## src/rtl/ctr_pipe.sv

```systemverilog
// ctr_pipe: decode-stage control unit. It decodes the opcode into an EX-stage
// control vector, detects load-use hazards, squashes on a taken branch,
// holds issue while the floating unit is occupied, and halts on STOP.
module ctr_pipe #(
    parameter int unsigned OP_WIDTH = 4,
    parameter int unsigned RA_WIDTH = 4,
    parameter int unsigned CV_WIDTH = 12,
    parameter int unsigned FP_LAT   = 3
) (
    input  logic                clk,
    input  logic                rst_n,
    input  logic                valid_i,
    input  logic [OP_WIDTH-1:0] opcode_i,
    input  logic [RA_WIDTH-1:0] rs_i,
    input  logic [RA_WIDTH-1:0] rt_i,
    input  logic [RA_WIDTH-1:0] rd_i,
    input  logic                branch_taken_i,
    output logic                ex_valid_o,
    output logic [CV_WIDTH-1:0] ex_cv_o,
    output logic [RA_WIDTH-1:0] ex_rd_o,
    output logic                r_type_o,
    output logic                stall_o,
    output logic                flush_o,
    output logic                halt_o,
    output logic                fp_busy_o
);

    localparam int unsigned CNT_W      = 4;
    localparam int unsigned CV_MEMREAD = 7;
    localparam int unsigned CV_FLOAT   = 1;
    localparam int unsigned CV_STOP    = 0;

    localparam logic [1:0] ST_RUN     = 2'd0;
    localparam logic [1:0] ST_FP_WAIT = 2'd1;
    localparam logic [1:0] ST_HALT    = 2'd2;

    localparam logic [OP_WIDTH-1:0] OP_LW    = OP_WIDTH'(4'h0);
    localparam logic [OP_WIDTH-1:0] OP_SW    = OP_WIDTH'(4'h1);
    localparam logic [OP_WIDTH-1:0] OP_ADD   = OP_WIDTH'(4'h2);
    localparam logic [OP_WIDTH-1:0] OP_MOV   = OP_WIDTH'(4'h3);
    localparam logic [OP_WIDTH-1:0] OP_SUB   = OP_WIDTH'(4'h4);
    localparam logic [OP_WIDTH-1:0] OP_JMPZ  = OP_WIDTH'(4'h5);
    localparam logic [OP_WIDTH-1:0] OP_STOP  = OP_WIDTH'(4'h7);
    localparam logic [OP_WIDTH-1:0] OP_ADDF  = OP_WIDTH'(4'h8);
    localparam logic [OP_WIDTH-1:0] OP_MULTF = OP_WIDTH'(4'h9);
    localparam logic [OP_WIDTH-1:0] OP_SLT   = OP_WIDTH'(4'hA);
    localparam logic [OP_WIDTH-1:0] OP_NOP   = OP_WIDTH'(4'hF);

    // Bit order: {RegWrite,ALUop[1:0],Branch,MemRead,RegDst,MemWrite,Jump,MemToReg,Mov,Floating,Stop}
    function automatic logic [CV_WIDTH-1:0] decode(input logic [OP_WIDTH-1:0] op);
        logic [11:0] cv;
        case (op)
            OP_LW:    cv = 12'b100011001000;
            OP_SW:    cv = 12'b000000100000;
            OP_ADD:   cv = 12'b100000000000;
            OP_MOV:   cv = 12'b100001000100;
            OP_SUB:   cv = 12'b101000000000;
            OP_JMPZ:  cv = 12'b000100000000;
            OP_STOP:  cv = 12'b000000000001;
            OP_ADDF:  cv = 12'b100000000010;
            OP_MULTF: cv = 12'b100000000010;
            OP_SLT:   cv = 12'b110000000000;
            default:  cv = 12'b000000000000;
        endcase
        return CV_WIDTH'(cv);
    endfunction

    logic [1:0]          r_state;
    logic [CNT_W-1:0]    r_cnt;
    logic                r_ex_valid;
    logic [CV_WIDTH-1:0] r_ex_cv;
    logic [RA_WIDTH-1:0] r_ex_rd;
    logic                r_halt;
    logic                r_fp_busy;

    logic [1:0]          w_state_nxt;
    logic [CNT_W-1:0]    w_cnt_nxt;
    logic                w_valid_nxt;
    logic [CV_WIDTH-1:0] w_cv_nxt;
    logic [RA_WIDTH-1:0] w_rd_nxt;
    logic                w_halt_nxt;
    logic                w_fp_busy_nxt;
    logic [CV_WIDTH-1:0] w_cv_dec;
    logic                w_r_type;
    logic                w_hazard;
    logic                w_issue;
    logic                w_stall;

    // Decode of the instruction currently in IF/ID.
    always_comb begin
        w_cv_dec = decode(opcode_i);
        w_r_type = (opcode_i == OP_ADD)  || (opcode_i == OP_SUB)  ||
                   (opcode_i == OP_MULTF) || (opcode_i == OP_NOP) ||
                   (opcode_i == OP_STOP) || (opcode_i == OP_JMPZ) ||
                   (opcode_i == OP_SLT);
        w_hazard = valid_i && r_ex_valid && r_ex_cv[CV_MEMREAD] &&
                   ((r_ex_rd == rs_i) ||
                    ((r_ex_rd == rt_i) && (w_r_type || (opcode_i == OP_SW))));
        w_issue  = (r_state == ST_RUN) && valid_i && !branch_taken_i && !w_hazard;
    end

    // Next-state and next-output logic; default is a bubble that keeps ex_rd.
    always_comb begin
        w_state_nxt   = r_state;
        w_cnt_nxt     = r_cnt;
        w_valid_nxt   = 1'b0;
        w_cv_nxt      = '0;
        w_rd_nxt      = r_ex_rd;
        w_halt_nxt    = r_halt;
        w_fp_busy_nxt = r_fp_busy;
        w_stall       = 1'b0;
        case (r_state)
            ST_RUN: begin
                w_stall = w_hazard && !branch_taken_i;
                if (w_issue) begin
                    w_valid_nxt = 1'b1;
                    w_cv_nxt    = w_cv_dec;
                    w_rd_nxt    = rd_i;
                    if (w_cv_dec[CV_FLOAT] && (FP_LAT > 1)) begin
                        w_state_nxt   = ST_FP_WAIT;
                        w_cnt_nxt     = CNT_W'(FP_LAT - 1);
                        w_fp_busy_nxt = 1'b1;
                    end else if (w_cv_dec[CV_STOP]) begin
                        w_state_nxt = ST_HALT;
                        w_halt_nxt  = 1'b1;
                    end
                end
            end
            ST_FP_WAIT: begin
                w_stall   = !branch_taken_i;
                w_cnt_nxt = r_cnt - CNT_W'(1);
                if (r_cnt <= CNT_W'(1)) begin
                    w_state_nxt   = ST_RUN;
                    w_fp_busy_nxt = 1'b0;
                end
            end
            ST_HALT: begin
                w_stall = 1'b1;
            end
            default: begin
                w_state_nxt = ST_RUN;
            end
        endcase
    end

    // State and registered outputs, synchronous active-low reset.
    always_ff @(posedge clk) begin
        if (!rst_n) begin
            r_state    <= ST_RUN;
            r_cnt      <= '0;
            r_ex_valid <= 1'b0;
            r_ex_cv    <= '0;
            r_ex_rd    <= '0;
            r_halt     <= 1'b0;
            r_fp_busy  <= 1'b0;
        end else begin
            r_state    <= w_state_nxt;
            r_cnt      <= w_cnt_nxt;
            r_ex_valid <= w_valid_nxt;
            r_ex_cv    <= w_cv_nxt;
            r_ex_rd    <= w_rd_nxt;
            r_halt     <= w_halt_nxt;
            r_fp_busy  <= w_fp_busy_nxt;
        end
    end

    // Output drive; stall is forced low while reset is held.
    always_comb begin
        ex_valid_o = r_ex_valid;
        ex_cv_o    = r_ex_cv;
        ex_rd_o    = r_ex_rd;
        halt_o     = r_halt;
        fp_busy_o  = r_fp_busy;
        r_type_o   = w_r_type;
        flush_o    = branch_taken_i;
        stall_o    = rst_n && w_stall;
    end

endmodule

```

## config.mk

```make
export PLATFORM = sky130hd
export DESIGN_NAME = ctr_pipe
export DESIGN_NICKNAME = d
export VERILOG_FILES = /design/src/rtl/ctr_pipe.sv
export SDC_FILE = /design/constraint.sdc
export NUM_CORES = 1
export LEC_CHECK = 0
export BUFFER_PORTS_ARGS = -buffer_cell sky130_fd_sc_hd__buf_2
export CAP_MARGIN = 20
export CELL_PAD_IN_SITES_DETAIL_PLACEMENT = 1
export CELL_PAD_IN_SITES_GLOBAL_PLACEMENT = 2
export CORE_MARGIN = 2
export CORE_UTILIZATION = 28
export CTS_CLUSTER_DIAMETER = 40
export DETAILED_ROUTE_END_ITERATION = 10
export GPL_ROUTABILITY_DRIVEN = 1
export PLACE_DENSITY_LB_ADDON = 0.1
export SETUP_SLACK_MARGIN = 0.5
export SYNTH_ARGS = -nofsm -noshare
export SYNTH_HDL_FRONTEND = slang
export SYNTH_SLANG_ARGS = --single-unit
```

## constraint.sdc

```tcl
create_clock -name clk -period 2 [get_ports clk]
set_input_delay 0.2 -clock clk [delete_from_list [all_inputs] [get_ports clk]]
set_output_delay 0.2 -clock clk [all_outputs]
set_load 0.05 [all_outputs]
```

==> metrics.md, run 1 <==
| Metric | Value |
|---|---|
| Status | finished with violations |
| Failing checks | setup timing |
| FP Rows | 23 |
| Post-synthesis compound-gate area fraction | 0.130 |
| Max-Cap Viols | 0 |
| Die Wd | 69.0 um |
| Clock sink count | 23 |
| Hold_ws | 0.169 ns |
| Drt first pass iters | 4 |
| Synth Instances | 133 |
| Post-synth EDFFs | 0 |
| Slowest cell on crit path | or4_4 |
| Design area | 1760 sq um |
| Placed cell area | 1550 sq um |
| Switch share | 0.296 |
| Sequential cell fraction of total power | 0.485 |
| Maximum vdd drop | 0.000258 V |
| Final wirelength | 3570 um |
| P per Cell Area | 554 nW/um^2 |
| Most frequent cells in the layout | 37 x buf_2, 19 x buf_4, 17 x dfxtp_1, 15 x nand2_1, 9 x nor2_1 |
| Initial antenna violation count | 0 |
| Largest fanout on the critical path | 4 |
| Prevailing post-synth register cell | dfxtp_1 |
| Mean Syn Cell Area | 8.90 sq um |
| Clock edge transition at the registers on the reported setup and hold paths | 0.08 ns |
| Clock skew | 0.00259 ns |
| Post-synthesis simple-gate area fraction | 0.239 |
| Worst Slack Setup Final | -0.105 ns |
| Max Freq | 475 MHz |
| RePlAce Congestion | 0.773 |
| GRT Residual Overflow | 0 |
| Initial Util | 0.294 |
| Fin crit period | 2.11 ns |
| Share of layout cells above drive strength 1 | 0.476 |
| Die area | 4760 sq um |
| CP endpoint kind | output pin |
| Async SR Flop Fraction | 0 |
| 1st-iter DRT viols | 29 |
| Largest family of logic cells by synthesized area | simple AND/OR/NAND/NOR gates |
| Flops & latches, synth | 23 |
| CTS Buffer Depth | 2 |
| Critical path class | in2out |
| DR DRC count | 0 |
| # diodes | 0 |
| Synth area leaders | dfxtp_1 39%, ha_1 6.3%, nand2_1 4.8% |
| Max stage delay on crit path | 0.55 ns |
| Commonest non-fill, non-tap cell in the layout | buf_2 |
| First-pass GRT wire length | 5940 um |
| Overall via count from detail_route | 1153 |
| Netlist Area Pre-Place | 1180 sq um |
| Clk Tree Root Cell | clkbuf_8 |
| Sequential area share after synthesis | 0.389 |
| Int Pwr | 0.686 mW |
| I/O Pins | 42 |
| Die Height | 69.0 um |
| Final antenna-violating net count | 0 |
| Final Hold Violating Endpoints | 0 |
| CTS tree | done |
| Crit path DAT | 1.91 ns |
| Pleak | 0.831 nW |
| Synth Area in Adders | 0.0634 |
| Pin count of the biggest net entering global routing | 22 |
| Vias in the first global route | 1213 |
| Yosys cell types | 40 |
| Post-synth top area cell | dfxtp_1 |
| Post-layout nets | 216 |
| Critical Path RT | 1.80 ns |
| Port bufs | 40 |
| Final period util | 1.05 |
| Area growth syn-to-layout | 48.5% |
| Slew Viols, Final | 0 |
| Later-pin clock latency in the skew report | 0.27 ns |
| Num CTS Buffers | 3 |
| RSZ-0062 raised after global routing | yes |
| Post-Syn Nets | 159 |
| Core outline area | 4030 sq um |
| Share of the synthesized area in the top cell type | 0.389 |
| Average routed wire per standard cell | 14.9 um |
| Combinational share of power | 0.212 |
| Cts hold-fix bufs | 0 |
| Final setup fails | 1 |
| Setup crit start kind | input pin |
| Clock power frac | 0.303 |
| H-tree levels | 1 |
| Yosys warnings | 0 |
| Detailed Place HPWL | 2670 um |
| Critical Path, Cell by Cell | buf_4 > inv_6 > ha_4 > o21bai_1 > and3b_1 > or4_4 > a311oi_2 > o21a_2 > buf_8 |
| Worst Hold Class | in2reg |
| Average vias per placed instance | 4.82 |
| GRT Total Usage | 0.151 |
| Post-synthesis mux area share | 0.0423 |
| Xor/xnor share of the synthesized area | 0.0592 |
| Net Sw Power | 0.288 mW |
[power groups by stage]
stage	clock network (mW)	registers [mW]	logic, mW
final	0.295	0.473	0.207
after global routing	0.323	0.474	0.225
after CTS	0.306	0.473	0.203
after detailed placement	0	0.483	0.186
after global placement	0	0.482	0.181
after floorplan	0	0.508	0.0968
[cell usage after synthesis (all sizes together) (2+ instances only)]
cell / count
xnor2: 2
nor2: 9
nand2: 15
buf: 6
nand2b: 3
a211oi: 2
clkbuf: 4
a21oi: 2
nor4b: 2
dfxtp: 23
nand3: 5
xor2: 6
mux2i: 5
nor2b: 3
and3: 3
o21ai: 5
inv: 6
or3: 2
a41o: 3
nor4: 4
ha: 6
[routing by layer]
metal	part of all wire	global-route usage	wire, um	vias to the layer above
met5	0	0	0	-
met4	0.016	0.0436	57	0
met3	0.043	0.0380	154	8
met2	0.53	0.270	1900	22
met1	0.41	0.176	1460	549
li1	-	-	-	574
[flip-flops by register name, summed over array words and instances (netlist names)]
signal	flops
r_state	2
fp_busy_o	1
r_cnt	4
halt_o	1
ex_rd_o	4
ex_valid_o	1
ex_cv_o	10
[worst paths after layout]
path,from,endpoint,slack [ns],cells past startpoint
max,opcode_i[1],stall_o,-0.11,9
min,rd_i[1],ex_rd_o[1],0.17,3
max reg2reg,ex_cv_o[7],ex_cv_o[9],0.06,10
min reg2reg,halt_o,halt_o,0.44,2
[stage by stage]
step,util,TNS [ns],cells,setup slack (ns),power (mW)
floorplan,-,0,133,0.0394,0.605
global placement,0.385,-1.04,228,-0.249,0.664
detailed placement,0.385,-1.56,228,-0.278,0.669
CTS,0.426,-0.120,237,-0.120,0.982
global route,0.436,-0.268,239,-0.178,1.02
finish,0.436,-0.105,239,-0.105,0.974
[cell families (layout without fill, tap and decap cells)]
family	Yosys count	in the layout
buffers and inverters	16	72
AO/OA/AOI/OAI	21	21
other	1	1
XOR/XNOR	8	8
flip-flops	23	23
adder cells (fa/ha/maj)	6	6
AND/OR/NAND/NOR	53	53
multiplexers	5	5
[area by class of cell]
class | instances | area [sq um]
Timing Repair Buffer | 62 | 399
Multi-Input combinational cell | 94 | 739
Inverter | 6 | 27.5
Clock inverter | 1 | 5.00
Sequential cell | 23 | 483
Tap cell | 50 | 62.6
Fill cell | 505 | 2270
Clock buffer | 3 | 41.3
[timing repair]
| action | in CTS | in global routing |
|---|---|---|
| resized for setup | 17 | 5 |
| setup buffers | 5 | 2 |
| pin swaps | 3 | 2 |
| endpoints found under the setup margin | 24 | 24 |
| hold endpoints to repair | 0 | 0 |
[worst max-delay path, delay by kind of cell]
kind	cells	cell delay, ns
AO/OA/AOI/OAI	3	0.49
adder cells (fa/ha/maj)	1	0.13
AND/OR/NAND/NOR	2	0.74
buffers and inverters	3	0.35
Note: power is estimated with default switching activity, not from simulation.
==> run 2: changes to the inputs <==
--- a/config.mk
+++ b/config.mk
@@ -5,12 +5,13 @@
 export SDC_FILE = /design/constraint.sdc
 export NUM_CORES = 1
 export LEC_CHECK = 0
+export ABC_AREA = 1
 export BUFFER_PORTS_ARGS = -buffer_cell sky130_fd_sc_hd__buf_2
 export CAP_MARGIN = 20
 export CELL_PAD_IN_SITES_DETAIL_PLACEMENT = 1
 export CELL_PAD_IN_SITES_GLOBAL_PLACEMENT = 2
 export CORE_MARGIN = 2
-export CORE_UTILIZATION = 28
+export CORE_UTILIZATION = 27
 export CTS_CLUSTER_DIAMETER = 40
 export DETAILED_ROUTE_END_ITERATION = 10
 export GPL_ROUTABILITY_DRIVEN = 1
==> run 2 against run 1 <==
The flow now finishes without violations; cell count up 9.2%; sequential power about the same; wire length down 6.6%; synthesized cell count up 20%; first-iteration DRC count down 17%; clock power up 3%; flip-flop and latch count unchanged; clock-buffer cell count unchanged; maximum frequency up 19%; worst hold slack worse by 0.029 ns; total power up 2.0%; sequential share of layout area up 0.49 points.
==> metrics.md, run 2 <==
| Metric | Value |
|---|---|
| Status | completed |
| Critical Path, Cell by Cell | xnor2_1 > nand4_2 > nand2_2 > nand2_4 > nand2_2 > nand2_2 > a21oi_4 > buf_6 |
| Post-synthesis simple-gate area fraction | 0.361 (+0.122) |
| Async SR Flop Fraction | 0 (unchanged) |
| Clock sink count | 23 (unchanged) |
| Port bufs | 40 (unchanged) |
| CTS tree | done |
| Pwr Total | 0.993 mW (+2.0%) |
| Maximum vdd drop | 0.000303 V (+17%) |
| Most common cell on crit path | nand2_2 |
| Worst Hold Class | in2reg |
| Die area | 5270 sq um (+11%) |
| Post-layout nets | 236 (+9.3%) |
| Yosys cell types | 32 (-20%) |
| Top Family by Delay on Critical Path | simple AND/OR/NAND/NOR gates |
| Crit path DAT | 1.57 ns (-0.34 ns) |
| Later-pin clock latency in the skew report | 0.27 ns (about the same) |
| Commonest non-fill, non-tap cell in the layout | buf_2 |
| I/O Pins | 42 (unchanged) |
| Clk Tree Root Cell | clkbuf_8 |
| Synth area leaders | dfxtp_1 36%, nand2_1 8.9%, ha_1 5.9% |
| Setup TNS | 0 ns (+0.105 ns) |
| Largest family of logic cells by synthesized area | simple AND/OR/NAND/NOR gates |
| Share of the synthesized area in the top cell type | 0.363 (-0.0264) |
| Xor/xnor share of the synthesized area | 0.0414 (-0.0178) |
| Critical Path RT | 1.80 ns (about the same) |
| Final setup fails | 0 (-1) |
| Average routed wire per standard cell | 12.8 um (-15%) |
| Pleak | 0.841 nW (+1.2%) |
| Yosys warnings | 0 (unchanged) |
| Final period util | 0.883 (-0.170) |
| Die Wd | 72.6 um (+5.2%) |
| Final Hold Violating Endpoints | 0 (unchanged) |
| Max reg flops | 10 (unchanged) |
| Num CTS Buffers | 3 (unchanged) |
| Most common cell in the synthesized netlist | nand2_1 |
| 1st-iter DRT viols | 24 (-17%) |
| Share of layout cells above drive strength 1 | 0.483 (+0.00706) |
| RSZ-0062 raised after global routing | yes |
| Buf/Inv on CP | 1 (-2) |
| Post-synth EDFFs | 0 (unchanged) |
| Clock skew | 0.00636 ns (+0.00377 ns) |
| P per Cell Area | 581 nW/um^2 (+4.9%) |
| GRT Total Usage | 0.134 (-0.0170) |
| Flops & latches, synth | 23 (unchanged) |
| Overall via count from detail_route | 1156 (+0.26%) |
| DR DRC count | 0 (unchanged) |
| RePlAce Congestion | 0.773 (about the same) |
| Core outline area | 4440 sq um (+10%) |
| Critical path class | reg2out |
| Largest fanout on the critical path | 4 (unchanged) |
| CTS Buffer Depth | 2 (unchanged) |
| Design area | 1710 sq um (-2.8%) |
| H-tree levels | 1 (unchanged) |
| Prevailing post-synth register cell | dfxtp_1 |
| Final wirelength | 3330 um (-6.6%) |
| Synth Instances | 160 (+20%) |
| Initial antenna violation count | 0 (unchanged) |
| Initial Util | 0.286 (-0.00803) |
| Post-synthesis mux area share | 0 (-0.0423) |
| Area growth syn-to-layout | 34.6% |
| Max stage delay on crit path | 0.37 ns (-0.18 ns) |
| Die Height | 72.6 um (+5.2%) |
| Leading cell types by count after synthesis | 30 x nand2_1, 23 x dfxtp_1, 16 x inv_1, 16 x nor2_1, 10 x a21oi_1 |
| Mean Syn Cell Area | 7.94 sq um (-11%) |
| Slew Viols, Final | 0 (unchanged) |
| Post-Syn Nets | 186 (+17%) |
| Drt first pass iters | 2 (-2) |
| GRT Residual Overflow | 0 (unchanged) |
| Setup crit start kind | flip-flop |
| Max-Cap Viols | 0 (unchanged) |
| Final antenna-violating net count | 0 (unchanged) |
| Slowest cell on crit path | dfxtp_4 |
| Most frequent cells in the layout | 37 x buf_2, 28 x nand2_1, 17 x dfxtp_1, 15 x nor2_1, 13 x inv_1 |
| Average vias per placed instance | 4.43 (-8.2%) |
| Fill cells | 558 (+10%) |
| Fin crit period | 1.77 ns (-0.340 ns) |
| Netlist Area Pre-Place | 1270 sq um (+7.3%) |
| Clock edge transition at the registers on the reported setup and hold paths | 0.09 ns (about the same) |
| Sequential area share after synthesis | 0.363 (-0.0264) |
| Post-synth top area cell | dfxtp_1 |
| Detailed Place HPWL | 2610 um (-2.1%) |
| Post-synthesis compound-gate area fraction | 0.0887 (-0.0414) |
| CP endpoint kind | output pin |
| # diodes | 0 (unchanged) |
| Placed cell area | 1550 sq um (about the same) |
| FP Rows | 24 (+4.3%) |
| First-pass GRT wire length | 5520 um (-7.1%) |
| Vias in the first global route | 1186 (-2.2%) |
| Max Freq | 567 MHz (+19%) |
| Pin count of the biggest net entering global routing | 15 (-32%) |
| Synth Area in Adders | 0.0591 (-0.00431) |
==> run 2: cell count changes in the layout (fill, tap and decap cells not counted), moves of 5 or more <==
cell / previous run / this run
nand2_1: 15 / 28
nor2_1: 9 / 15
buf_4: 19 / 9
mux2i_1: 5 / 0
xor2_1: 6 / 0
a21oi_1: 2 / 9
inv_1: 3 / 13
nand2_2: 0 / 8
==> run 2: path summary, 6_finish.rpt <==
check	from	to	slack, ns	cells past startpoint
max	ex_rd_o[0]	stall_o	0.23	8
max reg2reg	r_state[1]	fp_busy_o	0.45	8
min reg2reg	halt_o	halt_o	0.47	2
min	opcode_i[0]	ex_cv_o[10]	0.14	2
==> run 2: per-layer routing <==
| layer | GRT usage | share of wire | vias up |
|---|---|---|---|
| met1 | 0.162 | 0.44 | 532 |
| li1 | - | - | 599 |
| met5 | 0 | 0 | - |
| met3 | 0.0359 | 0.039 | 2 |
| met2 | 0.236 | 0.51 | 23 |
| met4 | 0.0309 | 0.0090 | 0 |
==> run 2: area by class of cell <==
type                       instances  area [sq um]  area share
inverter                          22          91.3      0.0534
clock buffer                       3          41.3      0.0242
tap                               52          65.1      0.0381
sequential                        23           478       0.280
timing repair buffer              48           275       0.161
multi-input combinational        112           752       0.440
clock inverter                     1          6.26     0.00366
==> run 2: where the power goes <==
group / switching [mW] / internal, mW
Sequential: 0.00849 / 0.465
Combinational: 0.140 / 0.0749
Clock: 0.163 / 0.142
==> run 2: kinds of logic (layout without fill, tap and decap cells) <==
group                    after synthesis  after routing
AND/OR/NAND/NOR                       80             80
flip-flops                            23             23
other                                  1              1
adder cells (fa/ha/maj)                6              6
buffers and inverters                 25             74
XOR/XNOR                               6              6
AO/OA/AOI/OAI                         19             19
==> run 2: per-stage QoR <==
step / utilization / instances / hold slack, ns / setup WS [ns]
2_1_floorplan: - / 160 / 0.274 / 0.386
3_3_place_gp: 0.349 / 249 / 0.446 / 0.145
3_5_place_dp: 0.349 / 249 / 0.462 / 0.0933
4_1_cts: 0.377 / 259 / 0.129 / 0.208
5_1_grt: 0.385 / 261 / 0.134 / 0.105
6_report: 0.385 / 261 / 0.140 / 0.235
==> run 2: timing repair <==
action,4_1_cts,5_1_grt
setup endpoints to repair,9,23
pin swaps,8,3
hold buffers,0,0
setup buffers,6,2
resized for setup,9,4
endpoints found under the hold margin,0,0
